### src/rtl/mem_arb_pkg.sv
// Shared types for the fetch/data memory port arbiter.
package mem_arb_pkg;

  typedef enum logic [1:0] {
    IDLE   = 2'd0,
    ACCESS = 2'd1,
    RESP   = 2'd2
  } arb_state_e;

  // Requester ids held in the winner register.
  localparam logic REQ_IF = 1'b0;
  localparam logic REQ_D  = 1'b1;

endpackage

### src/rtl/mem_arb_starve_ctr.sv
// Fetch starvation counter: counts consecutive IDLE arbitrations lost by fetch to data and
// raises force_if_o once fetch has lost STARVE_MAX times in a row while still requesting.
module mem_arb_starve_ctr #(
  parameter int unsigned STARVE_MAX = 4
) (
  input  logic clk,
  input  logic rst_n,
  input  logic idle_i,
  input  logic if_req_i,
  input  logic d_req_i,
  output logic force_if_o
);

  localparam int unsigned CntW = $clog2(STARVE_MAX + 1);

  logic [CntW-1:0] count_q, count_d;
  logic            at_max;

  assign at_max     = (count_q == CntW'(STARVE_MAX));
  assign force_if_o = if_req_i && at_max;

  // Next count: only arbitration cycles (IDLE) move the counter.
  always_comb begin
    count_d = count_q;
    if (idle_i) begin
      if (!if_req_i) begin
        count_d = '0;
      end else if (force_if_o || !d_req_i) begin
        // Fetch is granted this cycle.
        count_d = '0;
      end else if (!at_max) begin
        count_d = count_q + 1'b1;
      end
    end
  end

  // Counter register.
  always_ff @(posedge clk or negedge rst_n) begin
    if (!rst_n) begin
      count_q <= '0;
    end else begin
      count_q <= count_d;
    end
  end

endmodule

### src/rtl/mem_port_arbiter.sv
// Arbiter sharing one single-ported memory between instruction fetch (read-only) and data
// (load/store) requesters. Data wins ties. Optional fetch anti-starvation is enabled by
// defining MEM_ARB_FAIRNESS_EN.
module mem_port_arbiter
  import mem_arb_pkg::*;
#(
  parameter int unsigned ADDR_W     = 16,
  parameter int unsigned DATA_W     = 16,
  parameter int unsigned MEM_LAT    = 1,
  parameter int unsigned STARVE_MAX = 4
) (
  input  logic              clk,
  input  logic              rst_n,
  input  logic              if_req,
  input  logic [ADDR_W-1:0] if_addr,
  output logic              if_done,
  output logic [DATA_W-1:0] if_rdata,
  input  logic              d_req,
  input  logic              d_wr,
  input  logic [ADDR_W-1:0] d_addr,
  input  logic [DATA_W-1:0] d_wdata,
  output logic              d_done,
  output logic [DATA_W-1:0] d_rdata,
  output logic              busy,
  output logic              mem_en,
  output logic              mem_wr,
  output logic [ADDR_W-1:0] mem_addr,
  output logic [DATA_W-1:0] mem_wdata,
  input  logic [DATA_W-1:0] mem_rdata
);

  localparam int unsigned LatW = (MEM_LAT > 1) ? $clog2(MEM_LAT) : 1;

  arb_state_e        state_q, state_d;
  logic              winner_q, winner_d;
  logic              wr_q, wr_d;
  logic [ADDR_W-1:0] addr_q, addr_d;
  logic [DATA_W-1:0] wdata_q, wdata_d;
  logic [LatW-1:0]   lat_q, lat_d;
  logic [DATA_W-1:0] if_rdata_q, if_rdata_d;
  logic [DATA_W-1:0] d_rdata_q, d_rdata_d;
  logic              force_if;

`ifdef MEM_ARB_FAIRNESS_EN
  logic idle;
  assign idle = (state_q == IDLE);

  mem_arb_starve_ctr #(
    .STARVE_MAX(STARVE_MAX)
  ) u_starve_ctr (
    .clk       (clk),
    .rst_n     (rst_n),
    .idle_i    (idle),
    .if_req_i  (if_req),
    .d_req_i   (d_req),
    .force_if_o(force_if)
  );
`else
  logic unused_starve_max;
  assign unused_starve_max = (STARVE_MAX != 0);
  assign force_if          = 1'b0;
`endif

  // Next-state, request latching, read-data capture and outputs.
  always_comb begin
    state_d    = state_q;
    winner_d   = winner_q;
    wr_d       = wr_q;
    addr_d     = addr_q;
    wdata_d    = wdata_q;
    lat_d      = lat_q;
    if_rdata_d = if_rdata_q;
    d_rdata_d  = d_rdata_q;

    mem_en    = 1'b0;
    mem_wr    = 1'b0;
    mem_addr  = '0;
    mem_wdata = '0;
    if_done   = 1'b0;
    d_done    = 1'b0;
    busy      = (state_q != IDLE);

    unique case (state_q)
      IDLE: begin
        if (d_req && !force_if) begin
          winner_d = REQ_D;
          wr_d     = d_wr;
          addr_d   = d_addr;
          wdata_d  = d_wdata;
          lat_d    = LatW'(MEM_LAT - 1);
          state_d  = ACCESS;
        end else if (if_req) begin
          winner_d = REQ_IF;
          wr_d     = 1'b0;
          addr_d   = if_addr;
          wdata_d  = '0;
          lat_d    = LatW'(MEM_LAT - 1);
          state_d  = ACCESS;
        end
      end
      ACCESS: begin
        mem_en    = 1'b1;
        mem_wr    = wr_q;
        mem_addr  = addr_q;
        mem_wdata = wdata_q;
        if (lat_q == '0) begin
          if (winner_q == REQ_D) begin
            d_rdata_d = mem_rdata;
          end else begin
            if_rdata_d = mem_rdata;
          end
          state_d = RESP;
        end else begin
          lat_d = lat_q - 1'b1;
        end
      end
      RESP: begin
        if_done = (winner_q == REQ_IF);
        d_done  = (winner_q == REQ_D);
        state_d = IDLE;
      end
      default: state_d = IDLE;
    endcase
  end

  assign if_rdata = if_rdata_q;
  assign d_rdata  = d_rdata_q;

  // State and datapath registers.
  always_ff @(posedge clk or negedge rst_n) begin
    if (!rst_n) begin
      state_q    <= IDLE;
      winner_q   <= REQ_IF;
      wr_q       <= 1'b0;
      addr_q     <= '0;
      wdata_q    <= '0;
      lat_q      <= '0;
      if_rdata_q <= '0;
      d_rdata_q  <= '0;
    end else begin
      state_q    <= state_d;
      winner_q   <= winner_d;
      wr_q       <= wr_d;
      addr_q     <= addr_d;
      wdata_q    <= wdata_d;
      lat_q      <= lat_d;
      if_rdata_q <= if_rdata_d;
      d_rdata_q  <= d_rdata_d;
    end
  end

endmodule
### config.mk
export PLATFORM = sky130hd
export DESIGN_NAME = mem_port_arbiter
export DESIGN_NICKNAME = d
export VERILOG_FILES = /design/src/rtl/mem_arb_pkg.sv /design/src/rtl/mem_arb_starve_ctr.sv /design/src/rtl/mem_port_arbiter.sv
export SDC_FILE = /design/constraint.sdc
export NUM_CORES = 1
export LEC_CHECK = 0
export CAP_MARGIN = 20
export CORE_MARGIN = 3
export CORE_UTILIZATION = 40
export CTS_CLUSTER_DIAMETER = 120
export DETAILED_ROUTE_END_ITERATION = 8
export PLACE_DENSITY_LB_ADDON = 0.3
export SLEW_MARGIN = 25
export SYNTH_ARGS = -nofsm -noshare
export SYNTH_HDL_FRONTEND = slang
export SYNTH_SLANG_ARGS = --single-unit
### constraint.sdc
create_clock -name clk -period 3.7 [get_ports clk]
set_input_delay 0.37 -clock clk [delete_from_list [all_inputs] [get_ports clk]]
set_output_delay 0.37 -clock clk [all_outputs]
set_load 0.02 [all_outputs]
# Yosys cells after proc, flatten, opt, wreduce, memory -nomap -nowiden
# Cells that the tools add are included.
# totals
regBits	69
inputBits	69
out_inout_bits	69
elab_cells	44
# op_classes
add_sub_neg	1
n_eq_ne	4
muxes	20
n_bitwise	2
n_reduce_logical	9
# ops
cell	n
$mux W16	6
$mux W1	9
$mux W2	3
$reduce_and A2 Y1	3
$reduce_and A3 Y1	2
$reduce_bool A2 Y1	3
$pmux W2 S2	1
$ne A3 B3 Y1 const B	1
$eq A2 B1 Y1 const B	1
$eq A2 B2 Y1 const B	1
$logic_not A2 Y1	1
$ne A2 B2 Y1 const B	1
$not A1 Y1	2
$pmux W1 S2	1
$sub A1 B1 Y1 const B	1

# Logic depth before layout (Yosys ltp)
# Gate-level depths: netlist of run 1.
# logic_depth
depth_word	3
mapped_depth	6
ltp_nobuf	3

# Least setup slack after synthesis of run 1
# Ideal clock, no wire load.
# synth_timing
kind	input -> register
start	in d_req
end	reg addr_q[10]
setup_ns	0.125
arrival_time_ns	1.365
slack_ns	2.211
path_stages	4
path_buffers	2
path_cell_list	buf_2 > o21ai_2 > buf_4 > mux2_2
# synth_via
elab_chain_len	2
elab_cells_between_ends	3
cone_classes	1 x mux; 2 x reduce/logical
# synth_rtl
item	line	rtl
from (decl)	mem_port_arbiter.sv:18	input logic d_req,
$reduce_bool A2 Y1 (no source line)	--	
$reduce_and A2 Y1 (no source line)	--	
to (signal assigned)	mem_port_arbiter.sv:144	addr_q <= addr_d;
to (decl)	mem_port_arbiter.sv:37	logic [ADDR_W-1:0] addr_q, addr_d;
# Parallel ways exist; a longest one is shown, timed or not.
# A chain may end at the register's enable or synchronous reset.

# Worst setup path in the final report of run 1
# layout_timing
start	reg state_q[1]
end	out mem_addr[10]
# layout_via
elab_chain_len	2
# layout_rtl
item	line	rtl
from (decl)	mem_port_arbiter.sv:34	arb_state_e state_q, state_d;
from (signal assigned)	mem_port_arbiter.sv:141	state_q <= state_d;
$eq A2 B1 Y1	mem_port_arbiter.sv:83	unique case (state_q)
$mux W16	mem_port_arbiter.sv:83	
to (decl)	mem_port_arbiter.sv:27	output logic [ADDR_W-1:0] mem_addr,
# No other way between the ends.

==> results of run 1 <==
==> report_power, final <==
group,switching (mW),internal [mW]
Combinational,0.915,1.14
Clock,0.268,0.371
Sequential,0.203,1.13
Total,1.39,2.64
==> worst max path at each step <==
| stage | from | endpoint | slack (ps) | cells after the start |
|---|---|---|---|---|
| after global placement | state_q[1] | if_rdata[13] | 1540 | 3 |
| final | state_q[1] | mem_addr[10] | 1220 | 3 |
| after CTS | state_q[1] | mem_addr[15] | 1150 | 3 |
| after detailed placement | state_q[1] | if_rdata[13] | 1500 | 3 |
| after floorplan | d_req | addr_q[10] | 2210 | 4 |
| after global routing | state_q[1] | mem_addr[14] | 1010 | 3 |
==> through the flow <==
step	utilization	cells	area, um2	hold slack [ps]
6_report	0.637	449	4640	93.5
3_3_place_gp	0.609	434	4440	467
2_1_floorplan	-	208	3010	74.4
4_1_cts	0.637	449	4640	106
5_1_grt	0.637	449	4640	133
3_5_place_dp	0.609	434	4440	472
==> synthesized netlist by cell type <==
master / instances
a21o_1: 1
a22o_1: 17
and2_1: 34
and2b_1: 1
and3b_1: 1
buf_12: 1
buf_2: 6
buf_4: 2
buf_6: 3
clkbuf_1: 2
dfrtp_1: 68
inv_1: 2
mux2_2: 54
mux2_4: 10
nand2_2: 1
nor2_1: 1
nor2b_4: 2
nor3b_1: 1
o21ai_2: 1
==> worst max-delay path, delay by kind of cell, from the launching register on <==
family	cells	cell delay (ps)
simple gates	2	730
buf+inv	1	610
flops	1	430
==> flip-flops by register name (all words and copies together), names as in the netlist <==
register,cells
winner_q,1
if_rdata,16
state_q,2
addr_q,16
d_rdata,16
wdata_q,16
wr_q,1
==> final cells by class <==
cell class / instances / area, um2
Fill cell: 602 / 2650
Sequential cell: 68 / 1700
Timing Repair Buffer: 141 / 1410
Multi-Input combinational cell: 124 / 1200
Clock buffer: 9 / 124
Tap cell: 99 / 124
Clock inverter: 6 / 80.1
Inverter: 2 / 7.51
==> layer usage <==
layer	vias to the layer above	GRT usage	wire length [um]
li1	1002	-	-
met1	1038	0.199	2710
met2	71	0.278	3680
met3	7	0.0463	477
met4	0	0.0720	81
met5	-	0	0
==> logic make-up (layout without fill, tap and decap cells) <==
family	count (synthesis)	count (layout)	synth area share
AO/OA/AOI/OAI	19	19	0.0548
buffers and inverters	16	158	0.0378
flip-flops	68	68	0.565
multiplexers	64	64	0.252
AND/OR/NAND/NOR	41	41	0.0909
==> results.yml, run 1 <==
grt:
  grt_remaining_overflow: 0
  grt_pass1_wl_mm: 11.1
  first_global_vias: 2238
  antenna_found_initial: 0
  grt_use_total: 0.166
  grt_max_degree: 37
power:
  power.density_nw_per_um2: 867
  power_mw: 4.03
  p_leak_nw: 1.97
  peakVddDrop_mv: 0.420
clock_network:
  postCtsSetupBuffers: 0
  cts.path.max_buffers: 2
  cts_root_buf: "clkbuf_8"
  postCtsHoldBufs: 0
  insertion_delay_ps: 330
  clock_tree.htree_level_count: 3
  clock-sinks: 68
  cts.repair.resized: 0
  numCtsBuffers: 9
  cts_tree: "done"
  clk_pin_slew_worst_paths_ps: 80
worst_setup_path:
  crit_chain: "nor2b_4, and2_1, clkdlybuf4s50_1"
  start_kind: "flip-flop"
  cp_max_fo: 36
  slowest_stage: "clkdlybuf4s50_1"
  required_ps: 3330
  r2r.worst_path.cells: 3
  worstReg2RegEnd: "if_rdata[13]"
  critPathCaptureType: "output pin"
  r2r_slack_ps: 1590
  cpPeakStageDelay_ps: 610
  worst-setup-path-type: "flip-flop to output pin"
  r2r_start: "state_q[1]"
  cp.arrival_ps: 2110
timing:
  setup_viol: 0
  fin_worst_skew_ps: 9.05
  finalHoldViolCount: 0
  fmax_mhz: 404
  setup-tns-final_ps: 0
  worst_slew_pin_slew_ps: 737
  maxSlewHeadroom: 0.509
  report.final.slew_viol_count: 0
  fin_crit_sh: 0.670
  finalWorstPathRequiredPeriod_ps: 2480
  rsz0062_at_grt: "false"
  timing.final.ws_setup_ps: 1220
detailed_routing:
  drtIter0Drc: 58
  vias: 2118
  viasPerCell: 4.72
  drt_first_pass_iters: 4
  ant_nets: 0
  routed_wl_mm: 6.96
  wl_per_cell_um: 15.5
  drc: 0
die:
  initial_core_util: 0.413
  fp.dieH_um: 92.8
  core_area_um2: 7290
  die_area_um2: 8610
  die_w_um: 92.8
  num_io_pins: 138
  fp-row-count: 31
final_layout:
  nets: 415
  layout_common_cells: "136 x clkdlybuf4s50_1, 68 x dfrtp_1, 54 x mux2_2, 34 x and2_1, 17 x a22o_1"
  areaGrowthSynthToFinish_pct: 54.1
  diodes: 0
  drive_gt1_frac: 0.251
  final_common_cell: "clkdlybuf4s50_1"
synthesis:
  yosysTopAreaCell: "dfrtp_1"
  synth.yosys.seq_area_share: 0.565
  netlist_instances: 208
  yosys_warnings: 0
  synth.avg_cell_area_um2: 14.5
  yosys.area.top_type_share: 0.565
  syn_area_um2: 3010
  synthDistinctLibCells: 19
  syn_nets: 277
  ys_ff_latch: 68
  synth.area.top_cells: "dfrtp_1 56%, mux2_2 20%, and2_1 7.1%, mux2_4 5.0%, a22o_1 4.9%"
place:
  port_buffers: 137
  gp_congestion: 0.732
  post-place-ws_ps: 1500
  dp_hpwl_mm: 5.09
outcome:
  status: "finished, final reports clean"
job:
  cap_violations: 0
hold_path:
  hold_path_class: "primary input to async pin"
No activity file was read; power rests on OpenSTA's default activity.
==> run 2, diff against run 1 <==
--- a/config.mk
+++ b/config.mk
@@ -7,7 +7,7 @@
 export LEC_CHECK = 0
 export CAP_MARGIN = 20
 export CORE_MARGIN = 3
-export CORE_UTILIZATION = 40
+export CORE_UTILIZATION = 37
 export CTS_CLUSTER_DIAMETER = 120
 export DETAILED_ROUTE_END_ITERATION = 8
 export PLACE_DENSITY_LB_ADDON = 0.3
==> constraint.sdc (replaced) <==
create_clock -name clk -period 2.2 [get_ports clk]
set_input_delay 0.22 -clock clk [delete_from_list [all_inputs] [get_ports clk]]
set_output_delay 0.22 -clock clk [all_outputs]
set_load 0.02 [all_outputs]
==> run 2 against run 1 <==
  * Wire length rose by 4.8%
  * Critical endpoint is now mem_addr[9]
  * Sequential share of layout area is 0.75 points lower
  * Highest routed layer unchanged
  * Critical path type unchanged
  * Utilization down 3.0 points
  * Global-route usage is 1.0 points lower
  * First-iteration DRC count fell by 52%
  * Largest power group unchanged
  * Clock skew shrank 3.9 ps
==> results.yml, run 2 (same netlist as run 1, synthesis figures left out) <==
outcome:
  status: "finished, final reports clean"
final_layout:
  layout_common_cells: "108 x clkdlybuf4s50_1, 68 x dfrtp_1, 54 x mux2_2, 34 x and2_1, 28 x dlymetal6s2s_1"
  diodes: 0
  nets: 419
  final_area_um2: 4740
  fillers: 637
  final_common_cell: "clkdlybuf4s50_1"
  drive_gt1_frac: 0.254
  seqCellArea_um2: 1700
  fin_util: 0.607
  multi_input_area_um2: 1200
  layout.cells.non_filler: 457
  areaGrowthSynthToFinish_pct: 57.4
timing:
  fin_crit_sh: 0.946
  fin_worst_skew_ps: 5.16
  maxSlewHeadroom: 0.493
  rsz0062_at_grt: "false"
  worst_slew_pin_slew_ps: 760
  timing.final.ws_setup_ps: 119
  report.final.slew_viol_count: 0
  fmax_mhz: 481
  setup-tns-final_ps: 0
  finalWorstPathRequiredPeriod_ps: 2080
  fin_hold_ws_ps: 487
  finalHoldViolCount: 0
  setup_viol: 0
grt:
  antenna_found_initial: 0
  grt_pass1_wl_mm: 10.8
  grt_use_total: 0.155
  grt_max_degree: 37
  first_global_vias: 2172
  grt_remaining_overflow: 0
place:
  port_buffers: 137
  placed_area_um2: 4470
  dp_hpwl_mm: 5.25
  post-place-ws_ps: 292
  dp_cells: 440
  gp_congestion: 0.708
worst_setup_path:
  cp.arrival_ps: 1860
  required_ps: 1980
  path_buf_inv: 2
  crit_chain: "nor2b_4, buf_6, and2_1, clkdlybuf4s50_1"
  worst-setup-path-type: "flip-flop to output pin"
  crit_family: "buffers and inverters"
  start_kind: "flip-flop"
  slowest_stage: "clkdlybuf4s50_1"
  cpPeakStageDelay_ps: 600
  cp_max_fo: 17
  critPathCaptureType: "output pin"
detailed_routing:
  vias: 2126
  drtIter0Drc: 28
  routed_wl_mm: 7.29
  viasPerCell: 4.65
  drt_first_pass_iters: 4
  ant_nets: 0
  drc: 0
  wl_per_cell_um: 16.0
power:
  switching_share: 0.353
  peakVddDrop_mv: 0.588
  p_leak_nw: 2.45
  p_comb_frac: 0.524
  pwr-share-clk: 0.144
  power_mw: 6.70
  power.share.sequential: 0.331
  p_int_mw: 4.34
  power.density_nw_per_um2: 1410
  p_sw_mw: 2.36
die:
  die_area_um2: 9260
  die_w_um: 96.2
  initial_core_util: 0.386
  fp-row-count: 32
  fp.dieH_um: 96.2
  num_io_pins: 138
  core_area_um2: 7810
hold_path:
  hold_path_class: "primary input to async pin"
job:
  cap_violations: 0
clock_network:
  clock_tree.htree_level_count: 3
  clk_pin_slew_worst_paths_ps: 70
  postCtsSetupBuffers: 0
  insertion_delay_ps: 330
  cts.path.max_buffers: 2
  cts_tree: "done"
  numCtsBuffers: 9
  cts_root_buf: "clkbuf_8"
  clock-sinks: 68
-- run 2: timing repair --
item,CTS,global route
endpoints found under the setup margin,0,33
hold buffers,1,0
gates resized for setup,0,29
endpoints found under the hold margin,32,0
-- run 2: worst register-to-register path: cells and delay by family, from the launching register on --
| kind | cells | cell delay, ps |
|---|---|---|
| AND/OR/NAND/NOR | 2 | 930 |
| AO/OA/AOI/OAI | 1 | 240 |
| flip-flops | 1 | 430 |
-- run 2: layout make-up --
type / count / share of cell area
Inverter: 2 / 0.00158
Multi-Input combinational cell: 124 / 0.254
Sequential cell: 68 / 0.359
Tap cell: 102 / 0.0269
Clock buffer: 11 / 0.0277
Timing Repair Buffer: 145 / 0.320
Clock inverter: 5 / 0.0111
-- run 2: final timing paths --
kind	startpoint	to	slack [ps]	cells past startpoint
max in group asynchronous	rst_n	wdata_q[8]	1040	3
max	state_q[0]	mem_addr[9]	120	4
min in group clk	d_wdata[10]	wdata_q[10]	490	2
min	rst_n	d_rdata[4]	490	2
max reg2reg	state_q[1]	wr_q	540	3
min reg2reg	addr_q[11]	addr_q[11]	500	1
-- run 2: metal layers --
layer | vias to the layer above | GRT usage | share of wire
li1 | 1011 | - | -
met1 | 1040 | 0.195 | 0.42
met2 | 69 | 0.256 | 0.51
met3 | 6 | 0.0422 | 0.062
met4 | 0 | 0.0533 | 0.0086
met5 | - | 0 | 0
-- run 2: power by group through the flow --
stage	combinational, mW	sequential (mW)	clock, mW
after floorplan	1.77	2.56	0
after global placement	3.54	2.22	0
after detailed placement	3.59	2.24	0
after CTS	3.60	2.22	0.996
after global routing	3.74	2.31	1.06
final	3.51	2.22	0.967
